**src/rtl/core_types_pkg.sv**
```systemverilog
// Core-wide types shared by the store/AMO/fence pipeline.
// Holds ROB sizing and the acquire-queue entry layout.
package core_types_pkg;

  localparam int unsigned LOG_ROB_ENTRIES = 6;

  typedef struct packed {
    logic                       valid;
    logic                       killed;
    logic                       mem_aq;
    logic                       io_aq;
    logic [LOG_ROB_ENTRIES-1:0] ROB_index;
  } stamofu_aq_entry_t;

endpackage

```
**src/rtl/stamofu_aq_wide_if.sv**
```systemverilog
// Handshake/bus bundle for stamofu_aq_wide. Optional deq check ports exist only
// when STAMOFU_AQ_DEQ_CHECK_EN is defined.
interface stamofu_aq_wide_if #(
  parameter int unsigned STAMOFU_AQ_ENTRIES = 8,
  parameter int unsigned ENQ_WIDTH          = 2,
  parameter int unsigned UPDATE_BANKS       = 2
);
  import core_types_pkg::*;

  localparam int unsigned OCC_W = $clog2(STAMOFU_AQ_ENTRIES + 1);

  logic [ENQ_WIDTH-1:0]                          enq_valid;
  logic [ENQ_WIDTH-1:0]                          enq_mem_aq;
  logic [ENQ_WIDTH-1:0]                          enq_io_aq;
  logic [ENQ_WIDTH-1:0][LOG_ROB_ENTRIES-1:0]     enq_ROB_index;
  logic                                          enq_ready;
  logic [UPDATE_BANKS-1:0]                       update_valid;
  logic [UPDATE_BANKS-1:0]                       update_mem_aq;
  logic [UPDATE_BANKS-1:0]                       update_io_aq;
  logic [UPDATE_BANKS-1:0][LOG_ROB_ENTRIES-1:0]  update_ROB_index;
  logic                                          deq_valid;
  logic [LOG_ROB_ENTRIES-1:0]                    deq_ROB_index;
  logic                                          deq_empty;
  logic [LOG_ROB_ENTRIES-1:0]                    rob_abs_head_index;
  logic                                          rob_kill_valid;
  logic [LOG_ROB_ENTRIES-1:0]                    rob_kill_rel_kill_younger_index;
  logic                                          mem_aq_active;
  logic [LOG_ROB_ENTRIES-1:0]                    mem_aq_oldest_abs_ROB_index;
  logic                                          io_aq_active;
  logic [LOG_ROB_ENTRIES-1:0]                    io_aq_oldest_abs_ROB_index;
  logic [OCC_W-1:0]                              occupancy;
`ifdef STAMOFU_AQ_DEQ_CHECK_EN
  logic [LOG_ROB_ENTRIES-1:0]                    deq_check_ROB_index;
  logic                                          deq_mismatch;
`endif

  modport master (
    output enq_valid, enq_mem_aq, enq_io_aq, enq_ROB_index,
    output update_valid, update_mem_aq, update_io_aq, update_ROB_index,
    output deq_valid, rob_abs_head_index, rob_kill_valid, rob_kill_rel_kill_younger_index,
`ifdef STAMOFU_AQ_DEQ_CHECK_EN
    output deq_check_ROB_index,
    input  deq_mismatch,
`endif
    input  enq_ready, deq_ROB_index, deq_empty,
    input  mem_aq_active, mem_aq_oldest_abs_ROB_index,
    input  io_aq_active, io_aq_oldest_abs_ROB_index, occupancy
  );

  modport slave (
    input  enq_valid, enq_mem_aq, enq_io_aq, enq_ROB_index,
    input  update_valid, update_mem_aq, update_io_aq, update_ROB_index,
    input  deq_valid, rob_abs_head_index, rob_kill_valid, rob_kill_rel_kill_younger_index,
`ifdef STAMOFU_AQ_DEQ_CHECK_EN
    input  deq_check_ROB_index,
    output deq_mismatch,
`endif
    output enq_ready, deq_ROB_index, deq_empty,
    output mem_aq_active, mem_aq_oldest_abs_ROB_index,
    output io_aq_active, io_aq_oldest_abs_ROB_index, occupancy
  );

endinterface

```
**src/rtl/pe_lsb.sv**
```systemverilog
// Priority encoder: index of the lowest set request bit.
// index is 0 when no request is present.
module pe_lsb #(
  parameter int unsigned WIDTH = 8
) (
  input  logic [WIDTH-1:0]         req,
  output logic                     present,
  output logic [$clog2(WIDTH)-1:0] index
);

  localparam int unsigned IW = $clog2(WIDTH);

  always_comb begin
    present = |req;
    index   = '0;
    for (int i = int'(WIDTH) - 1; i >= 0; i--) begin
      if (req[i]) index = IW'(i);
    end
  end

endmodule

```
**src/rtl/stamofu_aq_entry_update.sv**
```systemverilog
// Per-entry next value from ROB kill and acquire-update bank matches.
// Lowest-numbered matching bank wins.
module stamofu_aq_entry_update
  import core_types_pkg::*;
#(
  parameter int unsigned UPDATE_BANKS = 2
) (
  input  stamofu_aq_entry_t                             entry,
  input  logic [LOG_ROB_ENTRIES-1:0]                    rob_abs_head_index,
  input  logic                                          rob_kill_valid,
  input  logic [LOG_ROB_ENTRIES-1:0]                    rob_kill_rel_kill_younger_index,
  input  logic [UPDATE_BANKS-1:0]                       update_valid,
  input  logic [UPDATE_BANKS-1:0]                       update_mem_aq,
  input  logic [UPDATE_BANKS-1:0]                       update_io_aq,
  input  logic [UPDATE_BANKS-1:0][LOG_ROB_ENTRIES-1:0]  update_ROB_index,
  output stamofu_aq_entry_t                             entry_next
);

  logic [LOG_ROB_ENTRIES-1:0] rel_index;

  // Modulo ROB distance from head; wraps naturally at the ROB size.
  assign rel_index = entry.ROB_index - rob_abs_head_index;

  always_comb begin
    entry_next = entry;
    if (entry.valid) begin
      if (rob_kill_valid && (rel_index >= rob_kill_rel_kill_younger_index)) begin
        entry_next.killed = 1'b1;
      end
      // Descending scan so the lowest-numbered match is applied last.
      for (int b = int'(UPDATE_BANKS) - 1; b >= 0; b--) begin
        if (update_valid[b] && (update_ROB_index[b] == entry.ROB_index)) begin
          entry_next.mem_aq = update_mem_aq[b];
          entry_next.io_aq  = update_io_aq[b];
        end
      end
    end
  end

endmodule

```
**src/rtl/stamofu_aq_wide.sv**
```systemverilog
// In-order acquire shift queue with wide enqueue, banked updates and registered
// oldest-acquire advertisement. Optional head check: STAMOFU_AQ_DEQ_CHECK_EN.
module stamofu_aq_wide
  import core_types_pkg::*;
#(
  parameter int unsigned STAMOFU_AQ_ENTRIES = 8,
  parameter int unsigned ENQ_WIDTH          = 2,
  parameter int unsigned UPDATE_BANKS       = 2
) (
  input logic              CLK,
  input logic              nRST,
  stamofu_aq_wide_if.slave aq
);

  localparam int unsigned N     = STAMOFU_AQ_ENTRIES;
  localparam int unsigned OCC_W = $clog2(N + 1);
  localparam int unsigned IDX_W = $clog2(N);

  stamofu_aq_entry_t          entries_q   [N];
  stamofu_aq_entry_t          entries_d   [N];
  stamofu_aq_entry_t          entries_upd [N+1];
  logic [OCC_W-1:0]           occ_q, occ_d, base, enq_count;
  logic                       deq, enq_ready;
  logic [N-1:0]               mem_live, io_live;
  logic                       mem_present, io_present;
  logic [IDX_W-1:0]           mem_idx, io_idx;
  logic                       mem_active_q, io_active_q;
  logic [LOG_ROB_ENTRIES-1:0] mem_oldest_q, io_oldest_q;

  for (genvar i = 0; i < int'(N); i++) begin : g_entry
    stamofu_aq_entry_update #(
      .UPDATE_BANKS(UPDATE_BANKS)
    ) u_entry_update (
      .entry                           (entries_q[i]),
      .rob_abs_head_index              (aq.rob_abs_head_index),
      .rob_kill_valid                  (aq.rob_kill_valid),
      .rob_kill_rel_kill_younger_index (aq.rob_kill_rel_kill_younger_index),
      .update_valid                    (aq.update_valid),
      .update_mem_aq                   (aq.update_mem_aq),
      .update_io_aq                    (aq.update_io_aq),
      .update_ROB_index                (aq.update_ROB_index),
      .entry_next                      (entries_upd[i])
    );
    assign mem_live[i] = entries_q[i].valid & ~entries_q[i].killed & entries_q[i].mem_aq;
    assign io_live[i]  = entries_q[i].valid & ~entries_q[i].killed & entries_q[i].io_aq;
  end
  assign entries_upd[N] = '0;

  assign enq_ready = (int'(occ_q) + int'(ENQ_WIDTH)) <= int'(N);
  assign deq       = aq.deq_valid & entries_q[0].valid;

  always_comb begin
    enq_count = '0;
    for (int k = 0; k < int'(ENQ_WIDTH); k++) begin
      if (enq_ready && aq.enq_valid[k]) enq_count = enq_count + 1'b1;
    end
    base = occ_q - OCC_W'(deq);
    for (int i = 0; i < int'(N); i++) begin
      entries_d[i] = deq ? entries_upd[i+1] : entries_upd[i];
      // Enqueue slots are placed after the post-shift tail.
      for (int k = 0; k < int'(ENQ_WIDTH); k++) begin
        if (enq_ready && aq.enq_valid[k] && (int'(base) + k == i)) begin
          entries_d[i].valid     = 1'b1;
          entries_d[i].killed    = 1'b0;
          entries_d[i].mem_aq    = aq.enq_mem_aq[k];
          entries_d[i].io_aq     = aq.enq_io_aq[k];
          entries_d[i].ROB_index = aq.enq_ROB_index[k];
        end
      end
    end
    occ_d = base + enq_count;
  end

  pe_lsb #(.WIDTH(N)) u_mem_pe (.req(mem_live), .present(mem_present), .index(mem_idx));
  pe_lsb #(.WIDTH(N)) u_io_pe  (.req(io_live),  .present(io_present),  .index(io_idx));

  always_ff @(posedge CLK) begin
    if (!nRST) begin
      for (int i = 0; i < int'(N); i++) entries_q[i] <= '0;
      occ_q        <= '0;
      mem_active_q <= 1'b0;
      io_active_q  <= 1'b0;
      mem_oldest_q <= '0;
      io_oldest_q  <= '0;
    end else begin
      for (int i = 0; i < int'(N); i++) entries_q[i] <= entries_d[i];
      occ_q        <= occ_d;
      mem_active_q <= mem_present;
      io_active_q  <= io_present;
      mem_oldest_q <= entries_q[mem_idx].ROB_index;
      io_oldest_q  <= entries_q[io_idx].ROB_index;
    end
  end

  assign aq.enq_ready                   = enq_ready;
  assign aq.deq_ROB_index               = entries_q[0].ROB_index;
  assign aq.deq_empty                   = ~entries_q[0].valid;
  assign aq.mem_aq_active               = mem_active_q;
  assign aq.mem_aq_oldest_abs_ROB_index = mem_oldest_q;
  assign aq.io_aq_active                = io_active_q;
  assign aq.io_aq_oldest_abs_ROB_index  = io_oldest_q;
  assign aq.occupancy                   = occ_q;

`ifdef STAMOFU_AQ_DEQ_CHECK_EN
  logic mismatch_q;

  always_ff @(posedge CLK) begin
    if (!nRST) begin
      mismatch_q <= 1'b0;
    end else if (aq.deq_valid &&
                 (!entries_q[0].valid || (aq.deq_check_ROB_index != entries_q[0].ROB_index))) begin
      mismatch_q <= 1'b1;
    end
  end

  assign aq.deq_mismatch = mismatch_q;
`endif

endmodule

```
**src/flat_wrapper.sv**
```systemverilog
// flat-port wrapper written by rule: the top's interface ports become plain ports
module stamofu_aq_wide_flat import core_types_pkg::*;
#(
  parameter int unsigned STAMOFU_AQ_ENTRIES = 8,
  parameter int unsigned ENQ_WIDTH          = 2,
  parameter int unsigned UPDATE_BANKS       = 2
)
  (CLK, nRST, aq_enq_valid, aq_enq_mem_aq, aq_enq_io_aq, aq_enq_ROB_index, aq_update_valid, aq_update_mem_aq, aq_update_io_aq, aq_update_ROB_index, aq_deq_valid, aq_rob_abs_head_index, aq_rob_kill_valid, aq_rob_kill_rel_kill_younger_index, aq_enq_ready, aq_deq_ROB_index, aq_deq_empty, aq_mem_aq_active, aq_mem_aq_oldest_abs_ROB_index, aq_io_aq_active, aq_io_aq_oldest_abs_ROB_index, aq_occupancy);
  stamofu_aq_wide_if #(.STAMOFU_AQ_ENTRIES(STAMOFU_AQ_ENTRIES), .ENQ_WIDTH(ENQ_WIDTH), .UPDATE_BANKS(UPDATE_BANKS)) aq_i ();
  input logic CLK;
  input logic nRST;
  input wire logic [$bits(aq_i.enq_valid)-1:0] aq_enq_valid;
  input wire logic [$bits(aq_i.enq_mem_aq)-1:0] aq_enq_mem_aq;
  input wire logic [$bits(aq_i.enq_io_aq)-1:0] aq_enq_io_aq;
  input wire logic [$bits(aq_i.enq_ROB_index)-1:0] aq_enq_ROB_index;
  input wire logic [$bits(aq_i.update_valid)-1:0] aq_update_valid;
  input wire logic [$bits(aq_i.update_mem_aq)-1:0] aq_update_mem_aq;
  input wire logic [$bits(aq_i.update_io_aq)-1:0] aq_update_io_aq;
  input wire logic [$bits(aq_i.update_ROB_index)-1:0] aq_update_ROB_index;
  input wire logic [$bits(aq_i.deq_valid)-1:0] aq_deq_valid;
  input wire logic [$bits(aq_i.rob_abs_head_index)-1:0] aq_rob_abs_head_index;
  input wire logic [$bits(aq_i.rob_kill_valid)-1:0] aq_rob_kill_valid;
  input wire logic [$bits(aq_i.rob_kill_rel_kill_younger_index)-1:0] aq_rob_kill_rel_kill_younger_index;
  output wire logic [$bits(aq_i.enq_ready)-1:0] aq_enq_ready;
  output wire logic [$bits(aq_i.deq_ROB_index)-1:0] aq_deq_ROB_index;
  output wire logic [$bits(aq_i.deq_empty)-1:0] aq_deq_empty;
  output wire logic [$bits(aq_i.mem_aq_active)-1:0] aq_mem_aq_active;
  output wire logic [$bits(aq_i.mem_aq_oldest_abs_ROB_index)-1:0] aq_mem_aq_oldest_abs_ROB_index;
  output wire logic [$bits(aq_i.io_aq_active)-1:0] aq_io_aq_active;
  output wire logic [$bits(aq_i.io_aq_oldest_abs_ROB_index)-1:0] aq_io_aq_oldest_abs_ROB_index;
  output wire logic [$bits(aq_i.occupancy)-1:0] aq_occupancy;
  assign aq_i.enq_valid = aq_enq_valid;
  assign aq_i.enq_mem_aq = aq_enq_mem_aq;
  assign aq_i.enq_io_aq = aq_enq_io_aq;
  assign aq_i.enq_ROB_index = aq_enq_ROB_index;
  assign aq_i.update_valid = aq_update_valid;
  assign aq_i.update_mem_aq = aq_update_mem_aq;
  assign aq_i.update_io_aq = aq_update_io_aq;
  assign aq_i.update_ROB_index = aq_update_ROB_index;
  assign aq_i.deq_valid = aq_deq_valid;
  assign aq_i.rob_abs_head_index = aq_rob_abs_head_index;
  assign aq_i.rob_kill_valid = aq_rob_kill_valid;
  assign aq_i.rob_kill_rel_kill_younger_index = aq_rob_kill_rel_kill_younger_index;
  assign aq_enq_ready = aq_i.enq_ready;
  assign aq_deq_ROB_index = aq_i.deq_ROB_index;
  assign aq_deq_empty = aq_i.deq_empty;
  assign aq_mem_aq_active = aq_i.mem_aq_active;
  assign aq_mem_aq_oldest_abs_ROB_index = aq_i.mem_aq_oldest_abs_ROB_index;
  assign aq_io_aq_active = aq_i.io_aq_active;
  assign aq_io_aq_oldest_abs_ROB_index = aq_i.io_aq_oldest_abs_ROB_index;
  assign aq_occupancy = aq_i.occupancy;
  stamofu_aq_wide #(.STAMOFU_AQ_ENTRIES(STAMOFU_AQ_ENTRIES), .ENQ_WIDTH(ENQ_WIDTH), .UPDATE_BANKS(UPDATE_BANKS)) u_core (.CLK(CLK), .nRST(nRST), .aq(aq_i));
endmodule
```
**config.mk**
```make
export PLATFORM = sky130hd
export DESIGN_NAME = stamofu_aq_wide_flat
export DESIGN_NICKNAME = d
export VERILOG_FILES = /design/src/rtl/core_types_pkg.sv /design/src/rtl/stamofu_aq_wide_if.sv /design/src/rtl/pe_lsb.sv /design/src/rtl/stamofu_aq_entry_update.sv /design/src/rtl/stamofu_aq_wide.sv /design/src/flat_wrapper.sv
export SDC_FILE = /design/constraint.sdc
export NUM_CORES = 1
export LEC_CHECK = 0
export ABC_CLOCK_PERIOD_IN_PS = 6800
export BUFFER_PORTS_ARGS = -buffer_cell sky130_fd_sc_hd__clkbuf_2
export CAP_MARGIN = 10
export CORE_MARGIN = 2
export CORE_UTILIZATION = 35
export CTS_BUF_LIST = sky130_fd_sc_hd__clkbuf_8
export CTS_CLUSTER_SIZE = 10
export DETAILED_ROUTE_END_ITERATION = 8
export GPL_ROUTABILITY_DRIVEN = 0
export PLACE_DENSITY_LB_ADDON = 0.12
export SKIP_CTS_REPAIR_TIMING = 1
export SLEW_MARGIN = 20
export SYNTH_ARGS = -nofsm -noshare
export SYNTH_HDL_FRONTEND = slang
export SYNTH_SLANG_ARGS = --single-unit
```
**constraint.sdc**
```tcl
create_clock -name CLK -period 6.8 [get_ports CLK]
set_input_delay 1.7 -clock CLK [delete_from_list [all_inputs] [get_ports CLK]]
set_output_delay 1.7 -clock CLK [all_outputs]
set_load 0.05 [all_outputs]
```
Word level (Yosys, flattened, before mapping)
Memory sizes are Yosys's and may differ from the RTL's. A register that Yosys moved wholly into a read port is not among the register bits.
Index checks and enable logic that the tools add are counted.
W data, S select, Z words.
{"block": "op_classes", "n_eq_ne": 30, "order_cmp": 9, "add_sub_neg": 13, "n_mux": 84, "bitwise": 42, "n_reduce_logical": 48}
{"op": "$mux W10", "count": 32}
{"op": "$eq A32 B4 Y1 const B", "count": 4}
{"op": "$eq A6 B6 Y1", "count": 16}
{"op": "$mux W3", "count": 24}
{"op": "$eq A32 B3 Y1 const B", "count": 2}
{"op": "$logic_not A32 Y1", "count": 2}
{"op": "$ge A6 B6 Y1", "count": 8}
{"op": "$sub A6 B6 Y6", "count": 8}
{"op": "$logic_and A1 B1 Y1", "count": 42}
{"op": "$eq A32 B2 Y1 const B", "count": 1}
{"op": "$le A32 B5 Y1 const B", "count": 1}
{"op": "$mux W2", "count": 16}
{"op": "$and A1 B1 Y1", "count": 25}
{"op": "$eq A4 B4 Y1 const B", "count": 4}
{"op": "$reduce_or A8 Y1", "count": 2}
{"op": "$mux W1", "count": 11}
{"op": "$not A1 Y1", "count": 9}
{"op": "$eq A4 B3 Y1 const B", "count": 2}
{"op": "$or A1 B1 Y1", "count": 8}
{"op": "$add A4 B1 Y5 const B", "count": 1}
{"op": "$add A4 B2 Y5 const B", "count": 1}
{"op": "$add A4 B4 Y4", "count": 1}
{"op": "$eq A4 B2 Y1 const B", "count": 1}
{"op": "$mux W4", "count": 1}
{"op": "other kinds (3)", "count": 4}
{"block": "totals", "inputBits": 52, "regBits": 6, "mem_bits_rw": 80, "word_cells": 230, "mem_count": 1}
{"memory": "u_core.entries_q", "words": 8, "word_bits": 10, "read_ports": 10, "rd_clocked_by_memory_dff": 2, "write_ports": 8, "line": "stamofu_aq_wide.sv:19", "source": "stamofu_aq_entry_t entries_q [N];"}

Logic depth before layout (Yosys ltp)
Gate-level depths: netlist of run 1.
An unclocked memory read counts as a cell.
{"block": "depth", "depth_word": 12, "mapped_depth": 15, "mapped_depth_nobuf": 14}

Cells and area by module
A second synthesis of run 1 with hierarchy kept.
{"block": "hier_totals", "hier_cells": 1332, "hier_area_um2": 10822.9}
{"mod": "stamofu_aq_wide", "area_each_um2": 5745.5, "seq_area_each_um2": 1961.9, "cells_each": 650, "instances": 1}
{"mod": "stamofu_aq_entry_update", "area_each_um2": 614.3, "seq_area_each_um2": 0.0, "cells_each": 82, "instances": 8}
{"mod": "pe_lsb", "area_each_um2": 81.3, "seq_area_each_um2": 0.0, "cells_each": 13, "instances": 2}

Worst setup path before layout of run 1
Ideal clock, no wire load.
{"block": "synth_timing", "kind": "input to register", "startpoint": "input port aq_deq_valid", "endpoint": "memory u_core.entries_q[3][0] (netlist bit)", "stages": 13, "arrival_ns": 4.218, "path_buffers": 4, "path_slack_ns": 2.450, "path_cell_list": "nand2_1 inv_1 clkbuf_1 buf_1 ha_1 ha_1 xnor2_1 o211ai_1 buf_2 or3_1 buf_2 o221ai_1 a21oi_1"}
{"element": "from (decl)", "line": "flat_wrapper.sv:20", "source": "input wire logic [$bits(aq_i.deq_valid)-1:0] aq_deq_valid;"}
{"element": "to (decl)", "line": "stamofu_aq_wide.sv:19"}

==> results of run 1 <==
[sequential cells by signal, indices dropped and copies added, names as in the netlist]
register                               cells
u_core.entries_q                          80
u_core.aq.io_aq_oldest_abs_ROB_index       6
u_core.aq.mem_aq_oldest_abs_ROB_index      6
u_core.aq.occupancy                        4
u_core.aq.io_aq_active                     1
u_core.aq.mem_aq_active                    1
[routing by layer]
metal	wire [um]	up-vias
li1	-	4461
met1	17300	4458
met2	16900	362
met3	2270	49
met4	1220	0
met5	0	-
[report_power, final]
group / leakage (nW) / switching [mW] / internal [mW] / total, mW
logic: 3.65 / 1.45 / 0.945 / 2.39
registers: 0.799 / 0.412 / 0.764 / 1.18
clock network: 0.0916 / 0.231 / 0.152 / 0.383
total: 4.54 / 2.09 / 1.86 / 3.95
[metrics by stage]
stage	setup slack [ns]	instance area [um2]	hold slack (ns)	utilization, %	total power [mW]
3_3_place_gp	2.09	10300	0.553	37.2	3.52
4_1_cts	2.46	10500	0.577	37.9	3.93
5_1_grt	2.12	10500	0.611	37.9	4.28
2_1_floorplan	2.45	9840	0.492	-	2.88
3_5_place_dp	2.05	10300	0.562	37.2	3.55
6_report	2.38	10500	0.577	37.9	3.95
[kinds of logic (layout without fill, tap and decap cells)]
logic type               count (synthesis)  count (layout)
XOR/XNOR                               142             142
buffers and inverters                  151             149
flip-flops                              98              98
adder cells (fa/ha/maj)                104             104
AO/OA/AOI/OAI                          319             319
AND/OR/NAND/NOR                        374             374
multiplexers                            62              62
[final cells by class]
type                            instances  area share [%]
Clock buffer                           11            1.44
Clock inverter                          4           0.251
Inverter                               49            1.75
Multi-Input combinational cell       1001            69.1
Sequential cell                        98            18.7
Tap cell                              378            4.51
Timing Repair Buffer                   85            4.25
[path summary, 6_finish.rpt]
check        depth (start not counted)              startpoint                endpoint  slack [ns]
max                                 11            aq_deq_valid  u_core.entries_q[2][7]        2.38
min reg2reg                          2  u_core.entries_q[6][8]  u_core.entries_q[5][8]        0.58
min                                  2  u_core.entries_q[6][8]  u_core.entries_q[5][8]        0.58
max reg2reg                         10  u_core.entries_q[0][9]  u_core.entries_q[2][7]        3.38
[critical path: cells and delay by family]
family                     cells  cell delay, ns
AOI/OAI and AO/OA              3            0.92
adders and majority gates      2            0.47
xor gates and xnor gates       1            0.48
buffers and inverters          2            0.23
and+or+nand+nor                3            0.90
[placed cells by master (no fill, tap or decap), types with 9 or more instances in the layout]
cell type,count
nand2_1,142
dfxtp_1,98
ha_1,95
nor2_1,93
xnor2_1,82
clkbuf_2,77
a21oi_1,63
xor2_1,59
o21ai_0,53
mux2i_1,52
inv_1,48
a21o_1,36
nand3_1,36
a211oi_1,34
o221ai_1,28
nand4_1,18
a31oi_1,13
nand2b_1,12
a311oi_1,12
nor4_1,11
clkbuf_8,11
mux2_2,10
o22ai_1,10
and2_1,9
and3_1,9
a22o_1,9
fa_1,9
==> flow_metrics.tcl, run 1 <==
set metrics [dict create \
    dp_hpwl_um 28500 \
    synth_cells 1250 \
    setup_viol 0 \
    first_iter_violations 854 \
    max_freq_mhz 226 \
    worstPathArrival_ns 4.73 \
    wirelength_um 37700 \
    vias 9330 \
    synth-compound-area-share_pct 22.6 \
    yosysMostFrequentCell "nand2_1" \
    netlist_area_um2 9840 \
    crit_required_ns 7.10 \
    synth.top_cell.area_share_pct 19.9 \
    cp-start-kind "input port" \
    htreeDepth 3 \
    start_util_pct 35.5 \
    grt_pass1_wl_um 57100 \
    yosysWarnings 0 \
    clk_pin_slew_worst_paths_ns 0.11 \
    synth_edf_count 0 \
    drive_above_1_share_pct 10.1 \
    fp.dieH_um 172 \
    grt_max_degree 68 \
    die_area_um2 29500 \
    drv_slew 0 \
    synth.mux.area_fraction_pct 6.43 \
    portBuffers 77 \
    synth_top_family_by_area "compound AO/OA/AOI/OAI gates" \
    gr-usage-met1_pct 35.7 \
    syn-mean-instance-area_um2 7.88 \
    drc 0 \
    rows 61 \
    worstSetupEndpointType "flop" \
    worstPathCellList "clkbuf_2 > nand2_2 > inv_1 > ha_1 > ha_1 > xnor2_1 > o211ai_1 > nor2_1 > a22o_1 > nand2_1 > o221ai_1" \
    cts_tree "done" \
    fp.dieW_um 172 \
    cp_max_fo 11 \
    ir_drop_v 0.000115 \
    syn2layout_area_growth_pct 6.53 \
    slowest_delay_ns 0.78 \
    ant_nets 0 \
    cap_violations 0 \
    status "completed" \
    setup-tns-final_ns 0 \
    clk_latency_ns 0.40 \
    ios 78 \
    fill_cells 2910 \
    worst_pin_slew_ns 1.07 \
    hold_violations 0 \
    seq_area_frac_synth_pct 19.9 \
    placedCellCount 1611 \
    synthSimpleGateAreaFrac_pct 17.9 \
    synthAdderAreaFrac_pct 13.9 \
    grt_busiest_layer "met2" \
    final_nets 1400 \
    antenna_found_initial 0 \
    synth.ff_latch_count 98 \
    gr-total-overflow 0 \
    grt_use_total_pct 26.0 \
    cts_buffers 9 \
    yosys.area.top_type "dfxtp_1" \
    leakage_nw 4.54 \
    yosys_most_used_dff "dfxtp_1" \
    viasPerCell 5.74 \
    cpMostUsedCell "ha_1" \
    n_antenna_cell 0 \
    drt_first_pass_iters 5 \
    synth_common_cells "143 x nand2_1, 98 x dfxtp_1, 95 x ha_1, 93 x nor2_1, 82 x xnor2_1" \
    synthArstFlopShare_pct 0 \
    synth_xor_area_share_pct 12.7 \
    synth_cell_type_count 66 \
    p_per_area_nw_per_um2 377 \
    root_buffer "clkbuf_8" \
    rsz0062_at_grt "false" \
    synth.top_cells.by_area "dfxtp_1 20%, ha_1 12%, xnor2_1 7.3%" \
    worstSetupPathType "input port to flop" \
    skew_ns 0.0186 \
    post-route-period-util_pct 65.0 \
    register_area_um2 1960 \
    stdcell_count 1626 \
    slowest_stage "nor2_1" \
    multi_input_area_um2 7250 \
    hold_path_class "flop to flop" \
    routedWlPerCell_um 23.2 \
    min_period_ns 4.42 \
    core_area_um2 27700 \
    cts.sinks 98 \
    grtUsageMet2_pct 41.7 \
    maxSlewHeadroom_pct 27.9 \
    grt_pass1_vias 8961 \
    syn-num-nets 1406 \
    grt.met3_usage_pct 3.59 \
    cts_buffer_depth 2 \
]
No activity file was read; power rests on OpenSTA's default activity.
==> inputs of run 2 (changes only) <==
--- a/config.mk
+++ b/config.mk
@@ -5,7 +5,7 @@
 export SDC_FILE = /design/constraint.sdc
 export NUM_CORES = 1
 export LEC_CHECK = 0
-export ABC_CLOCK_PERIOD_IN_PS = 6800
+export ABC_CLOCK_PERIOD_IN_PS = 4400
 export BUFFER_PORTS_ARGS = -buffer_cell sky130_fd_sc_hd__clkbuf_2
 export CAP_MARGIN = 10
 export CORE_MARGIN = 2
==> constraint.sdc (replaced) <==
create_clock -name CLK -period 4.4 [get_ports CLK]
set_input_delay 1.1 -clock CLK [delete_from_list [all_inputs] [get_ports CLK]]
set_output_delay 1.1 -clock CLK [all_outputs]
set_load 0.05 [all_outputs]
==> run 2 against run 1 <==
Compared with the run above:
- critical path depth increased by 2
- clock power increased by 80%
- utilization increased by 0.34 points
- design area increased by 0.89%
- final cell count increased by 0.43%
- highest routed layer unchanged
- combinational power increased by 56%
- flip-flop and latch count unchanged
- critical endpoint is now u_core.entries_q[0][8]
- power increased by 60%
==> flow_metrics.tcl, run 2 (same netlist as run 1, synthesis figures left out) <==
set metrics [dict create \
    largest_reg_flops 80 \
    p_sw_mw 3.30 \
    place_ws_ns 0.463 \
    cts_tree "done" \
    hold_violations 0 \
    p_per_area_nw_per_um2 599 \
    worst_pin_slew_ns 0.866 \
    dp_hpwl_um 29500 \
    final_common_cell "nand2_1" \
    first_iter_violations 755 \
    grt_use_total_pct 26.5 \
    crit_required_ns 4.71 \
    gr-total-overflow 0 \
    clk_latency_ns 0.40 \
    portBuffers 77 \
    clk_pin_slew_worst_paths_ns 0.10 \
    fill_cells 2956 \
    grt_max_degree 68 \
    register_area_um2 1960 \
    p_int_mw 3.03 \
    root_buffer "clkbuf_8" \
    drv_slew 0 \
    setup-tns-final_ns 0 \
    maxSlewHeadroom_pct 42.2 \
    cap_violations 0 \
    rsz0062_at_grt "false" \
    wirelength_um 38600 \
    die_area_um2 29500 \
    drive_above_1_share_pct 10.4 \
    cts.sinks 98 \
    ant_nets 0 \
    routedWlPerCell_um 23.6 \
    n_antenna_cell 0 \
    cts_buffers 9 \
    skew_ns 0.0108 \
    min_period_ns 3.51 \
    worstSetupEndpointType "flop" \
    multi_input_area_um2 7250 \
    swShare_pct 52.2 \
    cp_max_fo 16 \
    hold_path_class "flop to flop" \
    ir_drop_v 0.000216 \
    timing.final.ws_setup_ns 0.886 \
    top_register "u_core.entries_q" \
    cp-start-kind "input port" \
    pwr-share-comb_pct 58.7 \
    fp.dieH_um 172 \
    cts_buffer_depth 2 \
    worstSetupPathType "input port to flop" \
    final_cell_mix "142 x nand2_1, 98 x dfxtp_1, 95 x ha_1" \
    post-route-period-util_pct 79.9 \
    ios 78 \
    leakage_nw 4.60 \
    status "completed" \
    grt_pass1_wl_um 57300 \
    fp.dieW_um 172 \
    grt_pass1_vias 8961 \
    p_clk_share_pct 10.9 \
    vias 9490 \
    final_nets 1407 \
    fin_util_pct 38.2 \
    rows 61 \
    htreeDepth 3 \
    start_util_pct 35.5 \
    setup_viol 0 \
    drc 0 \
    worstPathArrival_ns 3.82 \
    seqPwrFrac_pct 30.4 \
    core_area_um2 27700 \
    drt_first_pass_iters 7 \
    syn2layout_area_growth_pct 7.49 \
    max_freq_mhz 285 \
    antenna_found_initial 0 \
    finalPower_mw 6.34 \
    viasPerCell 5.81 \
]
-- run 2: power by group through the flow --
stage | sequential, mW | combinational [mW] | clock (mW)
floorplan | 1.60 | 2.84 | 0
global placement | 1.93 | 3.64 | 0
detailed placement | 1.92 | 3.68 | 0
CTS | 1.90 | 3.70 | 0.701
global route | 1.93 | 4.14 | 0.730
finish | 1.93 | 3.72 | 0.691
-- run 2: path summary, 6_finish.rpt --
| check | start | endpoint | slack, ns | depth (start not counted) |
|---|---|---|---|---|
| worst max-delay path | aq_rob_abs_head_index[1] | u_core.entries_q[0][8] | 0.89 | 13 |
| worst min-delay path | u_core.entries_q[6][6] | u_core.entries_q[6][6] | 0.60 | 2 |
| worst max register to register | u_core.entries_q[0][9] | u_core.entries_q[6][2] | 1.33 | 11 |
| worst min register to register | u_core.entries_q[6][6] | u_core.entries_q[6][6] | 0.60 | 2 |
-- run 2: area by class of cell --
| type | count | share of cell area (%) |
|---|---|---|
| Clock buffer | 11 | 1.43 |
| Timing Repair Buffer | 92 | 4.71 |
| Sequential cell | 98 | 18.5 |
| Clock inverter | 4 | 0.639 |
| Tap cell | 378 | 4.47 |
| Inverter | 49 | 1.74 |
| Multi-Input combinational cell | 1001 | 68.5 |
-- run 2: critical path, stage by stage --
cell      delay (ns)
clkbuf_2        0.08
inv_1           0.62
ha_1            0.37
a21o_1          0.15
a21o_1          0.19
a21o_1          0.19
a21oi_1         0.20
xnor2_1         0.09
ha_1            0.28
nand3_1         0.07
a211oi_1        0.21
nor4_1          0.08
a211oi_1        0.20
-- run 2: stage by stage --
stage / std cells / instance area (um2) / hold WS (ns)
final: 1633 / 10600 / 0.599
after detailed placement: 1618 / 10400 / 0.579
after CTS: 1633 / 10600 / 0.602
after floorplan: 1250 / 9840 / 0.492
after global routing: 1633 / 10600 / 0.633
after global placement: 1618 / 10400 / 0.580
-- run 2: routing by layer --
layer / vias to the layer above / share of wire, % / track usage (%)
met5: - / 0 / 0
met4: 0 / 3.7 / 9.36
met3: 89 / 6.7 / 4.42
met2: 423 / 46 / 43.8
met1: 4498 / 43 / 34.6
li1: 4480 / - / -
==> inputs of run 3 (changes only) <==
--- a/config.mk
+++ b/config.mk
@@ -5,7 +5,8 @@
 export SDC_FILE = /design/constraint.sdc
 export NUM_CORES = 1
 export LEC_CHECK = 0
-export ABC_CLOCK_PERIOD_IN_PS = 4400
+export ABC_AREA = 1
+export ABC_CLOCK_PERIOD_IN_PS = 3300
 export BUFFER_PORTS_ARGS = -buffer_cell sky130_fd_sc_hd__clkbuf_2
 export CAP_MARGIN = 10
 export CORE_MARGIN = 2
==> constraint.sdc (replaced) <==
create_clock -name CLK -period 3.3 [get_ports CLK]
set_input_delay 0.825 -clock CLK [delete_from_list [all_inputs] [get_ports CLK]]
set_output_delay 0.825 -clock CLK [all_outputs]
set_load 0.05 [all_outputs]
==> run 3 against run 2 <==
Compared with the run above:
- sequential power up 14%
- non-clock buffer count up 34
- clock-buffer cell count down 2
- final cell count up 36%
- synthesized cell count up 41%
- clock skew up 0.0073 ns
- largest power group unchanged
- die area up 7.9%
- via count up 30%
- critical path depth up 3
- utilization up 1.6 points
- global-route usage up 3.7 points
==> flow_metrics.tcl, run 3 <==
set metrics [dict create \
    synth.ff_latch_count 98 \
    htreeDepth 3 \
    hold_violations 0 \
    largest_reg_flops 80 \
    final_common_cell "nand2_1" \
    fin_util_pct 39.8 \
    swShare_pct 57.7 \
    vias 12400 \
    skew_ns 0.0182 \
    yosys_most_used_dff "dfxtp_1" \
    r2r_slack_ns 0.29 \
    viasPerCell 5.54 \
    finalPower_mw 9.94 \
    drive_above_1_share_pct 10.4 \
    ir_drop_v 0.000432 \
    syn-num-nets 1913 \
    rows 63 \
    first_iter_violations 1272 \
    cts_buffers 9 \
    worstSetupPathType "flop to flop" \
    cap_violations 0 \
    final_cell_mix "473 x nand2_1, 236 x nand3_1, 222 x inv_1" \
    cts_buffer_depth 2 \
    yosysWarnings 0 \
    fin_hold_ws_ns 0.525 \
    netlist_area_um2 10600 \
    grt_max_degree 66 \
    drv_slew 0 \
    seqPwrFrac_pct 22.2 \
    die_area_um2 31800 \
    fill_cells 3344 \
    clk_latency_ns 0.41 \
    p_clk_share_pct 9.2 \
    timing.final.ws_setup_ns 0.286 \
    antenna_found_initial 0 \
    synth.top_cell.area_share_pct 18.4 \
    fp.dieW_um 178 \
    ios 78 \
    maxSlewHeadroom_pct 48.1 \
    fp.dieH_um 178 \
    place_ws_ns -0.0872 \
    pwr-share-comb_pct 68.7 \
    leakage_nw 5.92 \
    grt_use_total_pct 30.2 \
    crit_required_ns 3.59 \
    stdcell_count 2228 \
    ant_nets 0 \
    synth_edf_count 0 \
    cp_max_fo 6 \
    dpl_cell_area_um2 11600 \
    yosys.area.top_type "dfxtp_1" \
    setup-tns-final_ns 0 \
    yosysMostFrequentCell "nand2_1" \
    post-route-period-util_pct 91.3 \
    cts.sinks 98 \
    status "completed" \
    final_nets 1989 \
    worstSetupEndpointType "flop" \
    cp-start-kind "flop" \
    syn2layout_area_growth_pct 11.3 \
    grt_pass1_vias 11900 \
    placedCellCount 2212 \
    p_sw_mw 5.73 \
    stdcell_area_um2 11900 \
    synthArstFlopShare_pct 0 \
    gr-total-overflow 0 \
    min_period_ns 3.01 \
    clk_pin_slew_worst_paths_ns 0.12 \
    portBuffers 77 \
    cts_tree "done" \
    p_int_mw 4.21 \
    synth_common_cells "474 x nand2_1, 236 x nand3_1, 222 x inv_1, 123 x nor2_1, 108 x a21oi_1" \
    synth_cell_type_count 36 \
    drc 0 \
    grt_pass1_wl_um 70900 \
    synth.top_cells.by_area "dfxtp_1 18%, nand2_1 17%, ha_1 11%" \
    p_per_area_nw_per_um2 838 \
    worst_pin_slew_ns 0.779 \
    wirelength_um 47300 \
    routedWlPerCell_um 21.2 \
    start_util_pct 35.7 \
    drt_first_pass_iters 6 \
    root_buffer "clkbuf_8" \
    top_register "u_core.entries_q" \
    hold_path_class "flop to flop" \
    seq_area_frac_synth_pct 18.4 \
    syn-mean-instance-area_um2 6.06 \
    n_antenna_cell 0 \
    dp_hpwl_um 37200 \
    max_freq_mhz 332 \
    rsz0062_at_grt "false" \
    setup_viol 0 \
    core_area_um2 29800 \
    worstPathArrival_ns 3.31 \
    synth_cells 1757 \
]
run 3: changes by cell type after synthesis, sizes merged, moves of 27 or more:
cell / before / now
a21o: 36 / 0
xnor2: 82 / 13
a21oi: 63 / 109
o221ai: 28 / 1
nand2: 143 / 483
nand3: 36 / 236
inv: 48 / 231
nor2: 95 / 149
o21ai: 57 / 112
a211oi: 35 / 0
mux2i: 52 / 0
clkbuf: 59 / 28
run 3: critical path, stage by stage, from the launching register on:
cell and delay (ns):
dfxtp_1 0.35, inv_1 0.31, ha_1 0.23, inv_1 0.06, fa_1 0.38, a21oi_1 0.14, o21ai_0 0.10, xor2_1 0.15
ha_1 0.27, nand2_1 0.08, inv_1 0.06, o211ai_1 0.08, o2111ai_1 0.27, nand3_1 0.15, nand2_1 0.07, o21ai_0 0.16
nor2_1 0.05
run 3: final cells by class:
cell class              count  area, um2  area share (%)
clock buffers               9        124            1.05
clock inverters             7       83.8           0.707
inverters                 235        882            7.44
multi-input cells        1363       7520            63.5
flip-flops and latches     98       1960            16.6
well taps                 390        488            4.12
repair buffers            126        791            6.67
run 3: logic make-up (layout without fill, tap and decap cells):
kind of cell               count (synthesis)  count (layout)  synth area share, %
and+or+nand+nor                          893             893                 36.9
AOI/OAI and AO/OA                        315             315                 16.7
buffers and inverters                    296             377                 10.9
adders and majority gates                104             104                 12.9
DFF                                       98              98                 18.4
xor gates and xnor gates                  51              51                 4.20
run 3: metal layers:
metal | up-vias | track usage (%) | share of wire, % | wire (um)
met4 | 2 | 15.7 | 5.9 | 2780
li1 | 5957 | - | - | -
met2 | 599 | 48.8 | 44 | 21000
met1 | 5652 | 37.6 | 41 | 19200
met3 | 144 | 6.24 | 8.9 | 4210
met5 | - | 1.60 | 0.15 | 72
run 3: power by group through the flow:
| stage | combinational (mW) | sequential (mW) | clock (mW) |
|---|---|---|---|
| final | 6.82 | 2.20 | 0.910 |
| after global placement | 6.60 | 2.22 | 0 |
| after CTS | 6.70 | 2.19 | 0.923 |
| after detailed placement | 6.67 | 2.22 | 0 |
| after floorplan | 4.48 | 2.25 | 0 |
| after global routing | 7.63 | 2.23 | 0.960 |
run 3: path summary, 6_finish.rpt:
path,from,to,depth (start not counted)
max,u_core.entries_q[2][0],u_core.entries_q[1][8],16
min,u_core.entries_q[3][0],u_core.entries_q[3][0],2
max reg2reg,u_core.entries_q[2][0],u_core.entries_q[1][8],16
min reg2reg,u_core.entries_q[3][0],u_core.entries_q[3][0],2
